`config.mk`:
```
export PLATFORM = sky130hd
export DESIGN_NAME = skid_buffer
export DESIGN_NICKNAME = d
export VERILOG_FILES = /design/src/rtl/skid_buffer.sv
export SDC_FILE = /design/constraint.sdc
export NUM_CORES = 1
export LEC_CHECK = 0
export BUFFER_PORTS_ARGS = -buffer_cell sky130_fd_sc_hd__buf_4
export CAP_MARGIN = 40
export CORE_MARGIN = 3
export CORE_UTILIZATION = 58
export CTS_CLUSTER_SIZE = 20
export DETAILED_ROUTE_END_ITERATION = 12
export HOLD_SLACK_MARGIN = 0.08
export PLACE_DENSITY = 0.93
export SETUP_SLACK_MARGIN = 0.5
export SYNTH_ARGS = -nofsm -noshare
export SYNTH_HDL_FRONTEND = slang
export SYNTH_SLANG_ARGS = --single-unit
```
`constraint.sdc`:
```
create_clock -name clk_i -period 5.2 [get_ports clk_i]
set_input_delay 0.78 -clock clk_i [delete_from_list [all_inputs] [get_ports clk_i]]
set_output_delay 0.78 -clock clk_i [all_outputs]
set_load 0.1 [all_outputs]
```
`src/rtl/skid_buffer.sv`:
```
// -----------------------------------------------------------------------------
// skid_buffer
//   Registered valid/ready pipeline slice. Forward data/valid and backward ready
//   all come straight from flops, so no input reaches any output combinationally.
//   A main register feeds the output and a skid register catches the word in
//   flight when downstream stalls. This sustains one word per cycle.
//
// Parameters
//   DATA_WIDTH       payload width in bits
//   STALL_CNT_WIDTH  stall counter width (used only with SKID_BUFFER_STATS_EN)
//
// Ports
//   clk_i          in   rising-edge clock
//   reset_i        in   asynchronous, active-high reset
//   s_valid_i      in   upstream word valid
//   s_ready_o      out  upstream may transfer (registered)
//   s_data_i       in   upstream payload
//   m_valid_o      out  downstream word valid (registered)
//   m_ready_i      in   downstream accepts
//   m_data_o       out  downstream payload (registered)
//   stall_count_o  out  saturating count of stalled output cycles
//                       (present only when SKID_BUFFER_STATS_EN is defined)
//
// Build option
//   SKID_BUFFER_STATS_EN : adds stall_count_o and its counter. The datapath is
//                          identical with or without it.
// -----------------------------------------------------------------------------
module skid_buffer #(
   parameter int unsigned DATA_WIDTH      = 32,
   parameter int unsigned STALL_CNT_WIDTH = 16
) (
   input  logic                       clk_i,
   input  logic                       reset_i,
   input  logic                       s_valid_i,
   output logic                       s_ready_o,
   input  logic [DATA_WIDTH-1:0]      s_data_i,
   output logic                       m_valid_o,
   input  logic                       m_ready_i,
   output logic [DATA_WIDTH-1:0]      m_data_o
`ifdef SKID_BUFFER_STATS_EN
   ,
   output logic [STALL_CNT_WIDTH-1:0] stall_count_o
`endif
);

   localparam logic [1:0] ST_EMPTY = 2'd0;  // main and skid empty
   localparam logic [1:0] ST_BUSY  = 2'd1;  // main full, skid empty
   localparam logic [1:0] ST_FULL  = 2'd2;  // main and skid full

   logic [1:0]            r_state;
   logic [1:0]            w_state_nxt;
   logic [DATA_WIDTH-1:0] r_main;
   logic [DATA_WIDTH-1:0] w_main_nxt;
   logic [DATA_WIDTH-1:0] r_skid;
   logic [DATA_WIDTH-1:0] w_skid_nxt;
   logic                  r_m_valid;
   logic                  r_s_ready;
   logic                  w_in;
   logic                  w_out;

   assign w_in  = s_valid_i & r_s_ready;
   assign w_out = r_m_valid & m_ready_i;

   always_comb begin
      w_state_nxt = r_state;
      w_main_nxt  = r_main;
      w_skid_nxt  = r_skid;
      case (r_state)
         ST_EMPTY: begin
            if (w_in) begin
               w_main_nxt  = s_data_i;
               w_state_nxt = ST_BUSY;
            end
         end
         ST_BUSY: begin
            if (w_in && w_out) begin
               w_main_nxt = s_data_i;
            end else if (w_in) begin
               // Downstream stalled: park the in-flight word in the skid register.
               w_skid_nxt  = s_data_i;
               w_state_nxt = ST_FULL;
            end else if (w_out) begin
               w_state_nxt = ST_EMPTY;
            end
         end
         ST_FULL: begin
            if (w_out) begin
               w_main_nxt  = r_skid;
               w_state_nxt = ST_BUSY;
            end
         end
         default: begin
            w_state_nxt = ST_EMPTY;
         end
      endcase
   end

   // Output flags are derived from the next state and registered. s_ready_o
   // therefore stays low in reset and rises on the first edge after release.
   always_ff @(posedge clk_i or posedge reset_i) begin
      if (reset_i) begin
         r_state   <= ST_EMPTY;
         r_main    <= '0;
         r_skid    <= '0;
         r_m_valid <= 1'b0;
         r_s_ready <= 1'b0;
      end else begin
         r_state   <= w_state_nxt;
         r_main    <= w_main_nxt;
         r_skid    <= w_skid_nxt;
         r_m_valid <= (w_state_nxt != ST_EMPTY);
         r_s_ready <= (w_state_nxt != ST_FULL);
      end
   end

   assign s_ready_o = r_s_ready;
   assign m_valid_o = r_m_valid;
   assign m_data_o  = r_main;

`ifdef SKID_BUFFER_STATS_EN
   logic [STALL_CNT_WIDTH-1:0] r_stall_cnt;

   // Saturating count of cycles where a word is presented but not taken.
   always_ff @(posedge clk_i or posedge reset_i) begin
      if (reset_i) begin
         r_stall_cnt <= '0;
      end else if (r_m_valid && !m_ready_i && (r_stall_cnt != '1)) begin
         r_stall_cnt <= r_stall_cnt + STALL_CNT_WIDTH'(1);
      end
   end

   assign stall_count_o = r_stall_cnt;
`endif

endmodule

```
; Word-level counts from Yosys, hierarchy flattened
; Index checks and enable logic that the tools add are counted.
[word_totals]
register_bits = 68
input_bits = 36
out_inout_bits = 34
word_cells = 30
[op_classes]
eq_ne = 6
mux = 10
n_bitwise = 3
n_reduce_logical = 6
[op_table]
columns = operator, count
row1 = $mux W32, 3
row2 = $pmux W32 S3, 1
row3 = $mux W2, 5
row4 = $ne A2 B2 Y1 const B, 4
row5 = $pmux W2 S3, 1
row6 = $reduce_and A4 Y1, 1
row7 = $reduce_and A3 Y1, 1
row8 = $reduce_bool A3 Y1, 1
row9 = $and A1 B1 Y1, 2
row10 = $eq A2 B1 Y1 const B, 1
row11 = $eq A2 B2 Y1 const B, 1
row12 = $logic_not A2 Y1, 1
row13 = $reduce_bool A2 Y1, 1
row14 = $logic_and A1 B1 Y1, 1
row15 = $not A1 Y1, 1

; Depth between registers and ports, before layout
; Gate-level depths: netlist of the first run.
[depth]
ltp_word = 6
ltp_mapped = 5
mapped_depth_nobuf = 3

; Least setup slack after synthesis of the first run
; OpenSTA, ideal clock, no wires.
[synth_timing]
path_type = reg-to-reg
from = register r_m_valid (netlist: m_valid_o)
to = register r_main[0] (netlist: m_data_o[0])
setup_ps = 126
t_arrival_ps = 2147
t_required_ps = 5074
setup_slack_ps = 2926
stages_incl_launch_ff = 5
path_buffers = 1
synth_period_minus_slack_ps = 2274
path_cell_list = dfrtp_1 > a21boi_2 > o32ai_4 > buf_12 > mux2_4
[synth_via]
elab_chain_cells = 4
word_cells_on_any_way = 5
cone_classes = eq/ne (2) / bitwise (1) / reduce/logical (2)
[synth_rtl]
columns = item, line_no
row1 = "start, declared", 56  ; logic r_m_valid;
row2 = "start signal, assigned", 111  ; r_m_valid <= (w_state_nxt != ST_EMPTY);
row3 = $and A1 B1 Y1 (*), 62  ; assign w_out = r_m_valid & m_ready_i;
row4 = $logic_and A1 B1 Y1, 76  ; if (w_in && w_out) begin
row5 = $ne A2 B2 Y1 (no source line), --
row6 = $reduce_and A4 Y1 (no source line) (*), --
row7 = "end signal, assigned", 109  ; r_main <= w_main_nxt;
row8 = "end, declared", 52  ; logic [DATA_WIDTH-1:0] r_main;
; Mark *: on every way between the ends. The rest lies on a longest branch, timed or not.
; A chain may end at the register's enable or synchronous reset.

; Worst setup path after layout of the first run
[layout_timing]
from = register r_state[0]
to = register r_main[21] (netlist: m_data_o[21])
[layout_via]
elab_chain_cells = 3
word_cells_on_any_way = 9
cone_classes = eq/ne (5) / mux (1) / reduce/logical (3)
[layout_rtl]
columns = item, line_no
row1 = "start, declared", 50  ; logic [1:0] r_state;
row2 = "start signal, assigned", 108  ; r_state <= w_state_nxt;
row3 = "$eq A2 B1 Y1, or another cell as far along", 68  ; case (r_state)
row4 = $ne A2 B2 Y1 (no source line) / $reduce_bool A3 Y1 (equally long branches), --
row5 = $reduce_and A4 Y1 (no source line), --
; Parallel ways exist; a longest one is shown, timed or not.

==> results of run 1 <==
-- final cells by class --
class                   instances  area, µm²
clock buffers                   9        124
fillers                       317       1310
inverters                       1       3.75
well taps                      70       87.6
repair buffers                 73        561
flip-flops and latches         68       1700
clock inverters                 7       67.6
multi-input cells             112       1420
-- path summary, 6_finish.rpt --
path | startpoint | endpoint | slack [ns] | cells after the start
max | r_state[0] | m_data_o[21] | 2.52 | 5
min | r_state[0] | r_state[0] | 0.51 | 1
max reg2reg | r_state[0] | m_data_o[21] | 2.52 | 5
min reg2reg | r_state[0] | r_state[0] | 0.51 | 1
max in group asynchronous | reset_i | r_skid[14] | 3.94 | 3
min in group asynchronous | reset_i | m_data_o[3] | 0.71 | 3
-- flip-flops by register name, indices dropped and copies added (netlist names) --
name       count
m_data_o      32
r_skid        32
r_state        2
m_valid_o      1
s_ready_o      1
-- stage by stage --
stage	setup WS, ns	util	hold WS [ns]	cell area, µm²	cells
floorplan	2.71	-	0.451	3270	191
global placement	2.34	0.712	0.466	3750	323
detailed placement	2.40	0.716	0.490	3770	324
CTS	2.48	0.752	0.505	3960	340
global route	2.40	0.752	0.519	3960	340
finish	2.52	0.752	0.506	3960	340
-- layout by cell type (no fill, tap or decap), types with 2 or more instances in the layout --
cell	Yosys	routed
clkinvlp_4	0	3
clkinv_2	0	3
clkbuf_8	0	9
nand2_1	4	4
mux2_4	57	57
dfrtp_1	68	68
mux2_2	39	39
a21oi_1	2	2
buf_4	3	72
-- cells by family (layout without fill, tap and decap cells) --
family / count (synthesis) / in the layout
mux: 96 / 96
flops: 68 / 68
buf+inv: 11 / 90
compound gates: 9 / 9
simple gates: 7 / 7
-- per-layer routing --
| layer | up-vias | track usage |
|---|---|---|
| met1 | 920 | 0.251 |
| met3 | 12 | 0.0421 |
| met5 | - | 0 |
| met2 | 45 | 0.323 |
| met4 | 0 | 0.0861 |
| li1 | 835 | - |
==> flow_metrics.tcl, run 1 <==
set metrics [dict create \
    syn_area_um2 3270 \
    hp-class "flop to flop" \
    viasPerCell 5.33 \
    design.die.area_um2 6580 \
    synth_fa_ha_area_frac 0 \
    ys_warn_count 0 \
    synth_compound_area_frac 0.0252 \
    synth_top_family_by_area "multiplexers" \
    synth_ff_type "dfrtp_1" \
    max_stage_delay_ns 0.50 \
    endpoint_kind "flop" \
    die_h_um 81.1 \
    antenna_found_initial 0 \
    area_growth_pct 21.1 \
    cts_buffer_depth 2 \
    dpl.hpwl_um 4140 \
    grt_pass1_wl_um 9720 \
    synth_top_area_frac 0.520 \
    wl_met2_um 3050 \
    max_freq_ghz 0.373 \
    drtAntennaViolNets 0 \
    wl_per_cell_um 17.8 \
    post_cts_resized 0 \
    vias 1812 \
    final_nets 301 \
    arrival_ns 2.89 \
    worst_path_max_delay_cell "o32ai_4" \
    grt-ovfl-total 0 \
    tns_ns 0 \
    path_cells "nand2b_2 > buf_12 > o32ai_4 > buf_4 > mux2_2" \
    relSlewSlack 0.411 \
    drive_above_1_share 0.700 \
    yosysMostFrequentCell "dfrtp_1" \
    route.met3.wl_um 262 \
    top_layer_used "met4" \
    initial_core_util 0.621 \
    setup_viol 0 \
    numPortBuffers 69 \
    cp.buffers_inverters 2 \
    clock_sinks 68 \
    clk_latency_ns 0.33 \
    fin_skew_ns 0.00750 \
    clk_pin_slew_ns 0.07 \
    core_um2 5270 \
    synth-edff-count 0 \
    cpLargestDelayFamily "buffers and inverters" \
    tightestPinTransition_ns 0.883 \
    status "completed" \
    synth_seq_cells 68 \
    grtUsageTotal 0.197 \
    finalCriticalPeriod_ns 2.68 \
    num_io_pins 70 \
    drtPass1Iterations 4 \
    chipWidth_um 81.1 \
    worstPathRequired_ns 5.41 \
    syn_avg_cell_area_um2 17.1 \
    maxCapViolations 0 \
    gp_congestion 0.708 \
    grt_pass1_vias 1965 \
    rows 26 \
    cts_max_level 3 \
    wl_um 6040 \
    drt-initial-drc-count 98 \
    post_cts_buffers 0 \
    async_reset_ff_frac 1.00 \
    synth_top_cell_by_area "dfrtp_1" \
    root_buffer "clkbuf_8" \
    cts_tree "done" \
    synth_area_leaders "dfrtp_1 (52%), mux2_4 (26%), mux2_2 (13%), buf_12 (3.1%), o32ai_4 (0.84%)" \
    finalHoldViolCount 0 \
    crit_fanout 21 \
    wl_met1_um 2610 \
    synth.area.mux_share 0.396 \
    synthTopCellsByCount "dfrtp_1 (68), mux2_4 (57), mux2_2 (39)" \
    syn_nets 227 \
    cts_made_buffers 9 \
    grt_max_degree 69 \
    synth_xor_area_frac 0 \
    finalMaxSlewViolations 0 \
    criticalPathCategory "flop to flop" \
    synth_simple_gate_area_frac 0.0126 \
    hold_buffers 0 \
    yosysSeqAreaShare 0.520 \
    antenna_cells 0 \
    drcViolationCount 0 \
    synth_cell_types 20 \
    syn_inst 191 \
    fin_crit_sh 0.515 \
    rsz0062_at_grt "no" \
    cp-start-kind "flop" \
]
Power of run 1 is left out: the tool's default activity adds up to more than one toggle a clock period on the data nets, which glitch-free logic cannot reach.
==> inputs of run 2 (changes only) <==
ABC_AREA = 1   (was unset)
CORE_UTILIZATION = 49   (was 58)
PLACE_DENSITY = 0.85   (was 0.93)
clock period = 2.35 ns   (was 5.2 ns; I/O delays follow)
==> run 2 against run 1 <==
  * Non-clock buffer count rose by 5
  * Sequential share of layout area rose by 0.72 points
  * Register-to-register slack got worse by 1.8 ns
  * Routed wire length rose by 24%
  * Final area fell by 1.6%
  * Via count rose by 54%
  * Synthesized cell count rose by 110%
  * Critical path depth rose by 1
  * Utilization fell by 11 points
  * Worst setup slack got worse by 1.8 ns
  * Sequential cell count did not move
  * Highest routed layer unchanged
==> flow_metrics.tcl, run 2 <==
set metrics [dict create \
    cp.buffers_inverters 1 \
    reg2reg_depth 6 \
    drcViolationCount 0 \
    dpl.hpwl_um 4930 \
    endpoint_kind "flop" \
    tightestPinTransition_ns 0.517 \
    num_io_pins 70 \
    core_um2 6060 \
    wl_um 7480 \
    route.met3.wl_um 432 \
    synth-edff-count 0 \
    cp_common_cell "nand2_1" \
    regArea_um2 1700 \
    finalMaxSlewViolations 0 \
    clock_sinks 68 \
    finalCriticalPeriod_ns 1.64 \
    arrival_ns 1.93 \
    fin_crit_sh 0.698 \
    wl_met1_um 3130 \
    wl_per_cell_um 13.7 \
    criticalPathCategory "flop to flop" \
    numPortBuffers 69 \
    path_cells "nand2_1 > nand2_1 > nor2_4 > buf_4 > nand2_1 > nand2_1" \
    final_nets 502 \
    grt_pass1_wl_um 12800 \
    worst_path_max_delay_cell "nor2_4" \
    finalHoldViolCount 0 \
    cts_tree "done" \
    tns_ns 0 \
    design.die.area_um2 7410 \
    clk_latency_ns 0.36 \
    syn_nets 438 \
    synth_top_area_frac 0.542 \
    cp-start-kind "flop" \
    vias 2798 \
    synth_top_cell_by_area "dfrtp_1" \
    mostFrequentLayoutCell "nand2_1" \
    grt_pass1_vias 2733 \
    grt-ovfl-total 0 \
    maxCapViolations 0 \
    max_freq_ghz 0.610 \
    clk_pin_slew_ns 0.08 \
    max_stage_delay_ns 0.41 \
    fin_skew_ns 0.00676 \
    synth_seq_cells 68 \
    whs_path_depth 3 \
    hp-class "input port to flop" \
    synthTopCellsByCount "nand2_1 (230), dfrtp_1 (68), nand3_1 (64)" \
    yosysSeqAreaShare 0.542 \
    top_layer_used "met4" \
    relSlewSlack 0.655 \
    initial_core_util 0.518 \
    dp_slack_ns 0.541 \
    synth_area_leaders "dfrtp_1 (54%), nand2_1 (27%), nand3_1 (10%), buf_2 (1.6%), buf_4 (1.4%)" \
    cts_max_level 3 \
    post_cts_buffers 0 \
    drive_above_1_share 0.219 \
    drtAntennaViolNets 0 \
    crit_fanout 17 \
    fill_cells 526 \
    cpLargestDelayFamily "simple AND/OR/NAND/NOR gates" \
    status "completed" \
    area_growth_pct 24.2 \
    setup_viol 0 \
    antenna_found_initial 0 \
    fin_ws_ns 0.710 \
    yosysMostFrequentCell "nand2_1" \
    synth_ff_type "dfrtp_1" \
    syn_avg_cell_area_um2 7.81 \
    gp_congestion 0.840 \
    root_buffer "clkbuf_8" \
    multiInputGateArea_um2 1260 \
    whs_ns 0.210 \
    drt-initial-drc-count 219 \
    die_h_um 86.1 \
    syn_area_um2 3140 \
    rows 28 \
    critical_path_cell_count 6 \
    grtUsageTotal 0.221 \
    ys_warn_count 0 \
    grt_max_degree 34 \
    synth_cell_types 17 \
    viasPerCell 5.12 \
    final_cell_mix "nand2_1 (230), buf_4 (77), dfrtp_1 (67)" \
    wl_met2_um 3810 \
    drtPass1Iterations 4 \
    chipWidth_um 86.1 \
    cts_buffer_depth 2 \
    async_reset_ff_frac 1.00 \
    utilization 0.644 \
    syn_inst 402 \
    cts_made_buffers 9 \
    antenna_cells 0 \
    worstPathRequired_ns 2.64 \
    rsz0062_at_grt "no" \
]
==> run 2: cell types whose count changed in the layout (fill, tap and decap cells not counted), sizes merged, moves of 2 or more <==
cell	before	now
nand2	4	233
mux2	96	0
nand3	0	65
inv	1	6
buf	73	77
clkinv	3	0
nor2	0	3
a21boi	2	0
clkbuf	9	11
==> run 2: area by class of cell <==
type / count / share of cell area
clock buffers: 11 / 0.0362
clock inverters: 5 / 0.0215
inverters: 6 / 0.00738
multi-input cells: 303 / 0.324
flip-flops and latches: 68 / 0.436
well taps: 75 / 0.0241
repair buffers: 78 / 0.151
==> run 2: cells by family (layout without fill, tap and decap cells) <==
family	count (synthesis)	after routing	share of synthesized area
AOI/OAI and AO/OA	2	2	0.00677
and+or+nand+nor	301	301	0.394
DFF	68	68	0.542
buffers and inverters	31	100	0.0578
==> run 2: per-stage QoR <==
stage / instances / instance area (µm²)
final: 546 / 3900
after global routing: 546 / 3900
after CTS: 546 / 3890
after detailed placement: 529 / 3660
after global placement: 529 / 3660
after floorplan: 402 / 3140
==> run 2: worst paths after layout <==
kind / to / slack [ns] / startpoint
max: r_skid[23] / 0.71 / m_valid_o
min: r_skid[29] / 0.21 / s_data_i[29]
max reg2reg: r_skid[23] / 0.71 / m_valid_o
min reg2reg: r_skid[1] / 0.48 / r_skid[1]
max in group asynchronous: r_skid[21] / 1.07 / reset_i
min in group asynchronous: m_data_o[13] / 0.59 / reset_i
==> run 2: layer usage <==
metal / vias to the layer above / track usage
li1: 1381 / -
met1: 1316 / 0.285
met2: 92 / 0.362
met3: 9 / 0.0500
met4: 0 / 0.0849
met5: - / 0
==> run 2: worst min-delay path: cells and delay by family <==
kind	cells	cell delay (ns)
buffers and inverters	1	0.08
and+or+nand+nor	2	0.10
==> run 2: what timing repair did <==
item / CTS / global route
endpoints found under the setup margin: 0 / 59
hold buffers: 1 / 0
hold endpoints to repair: 22 / 0
gates resized for setup: 0 / 4
Power of run 2 is left out for the same reason.
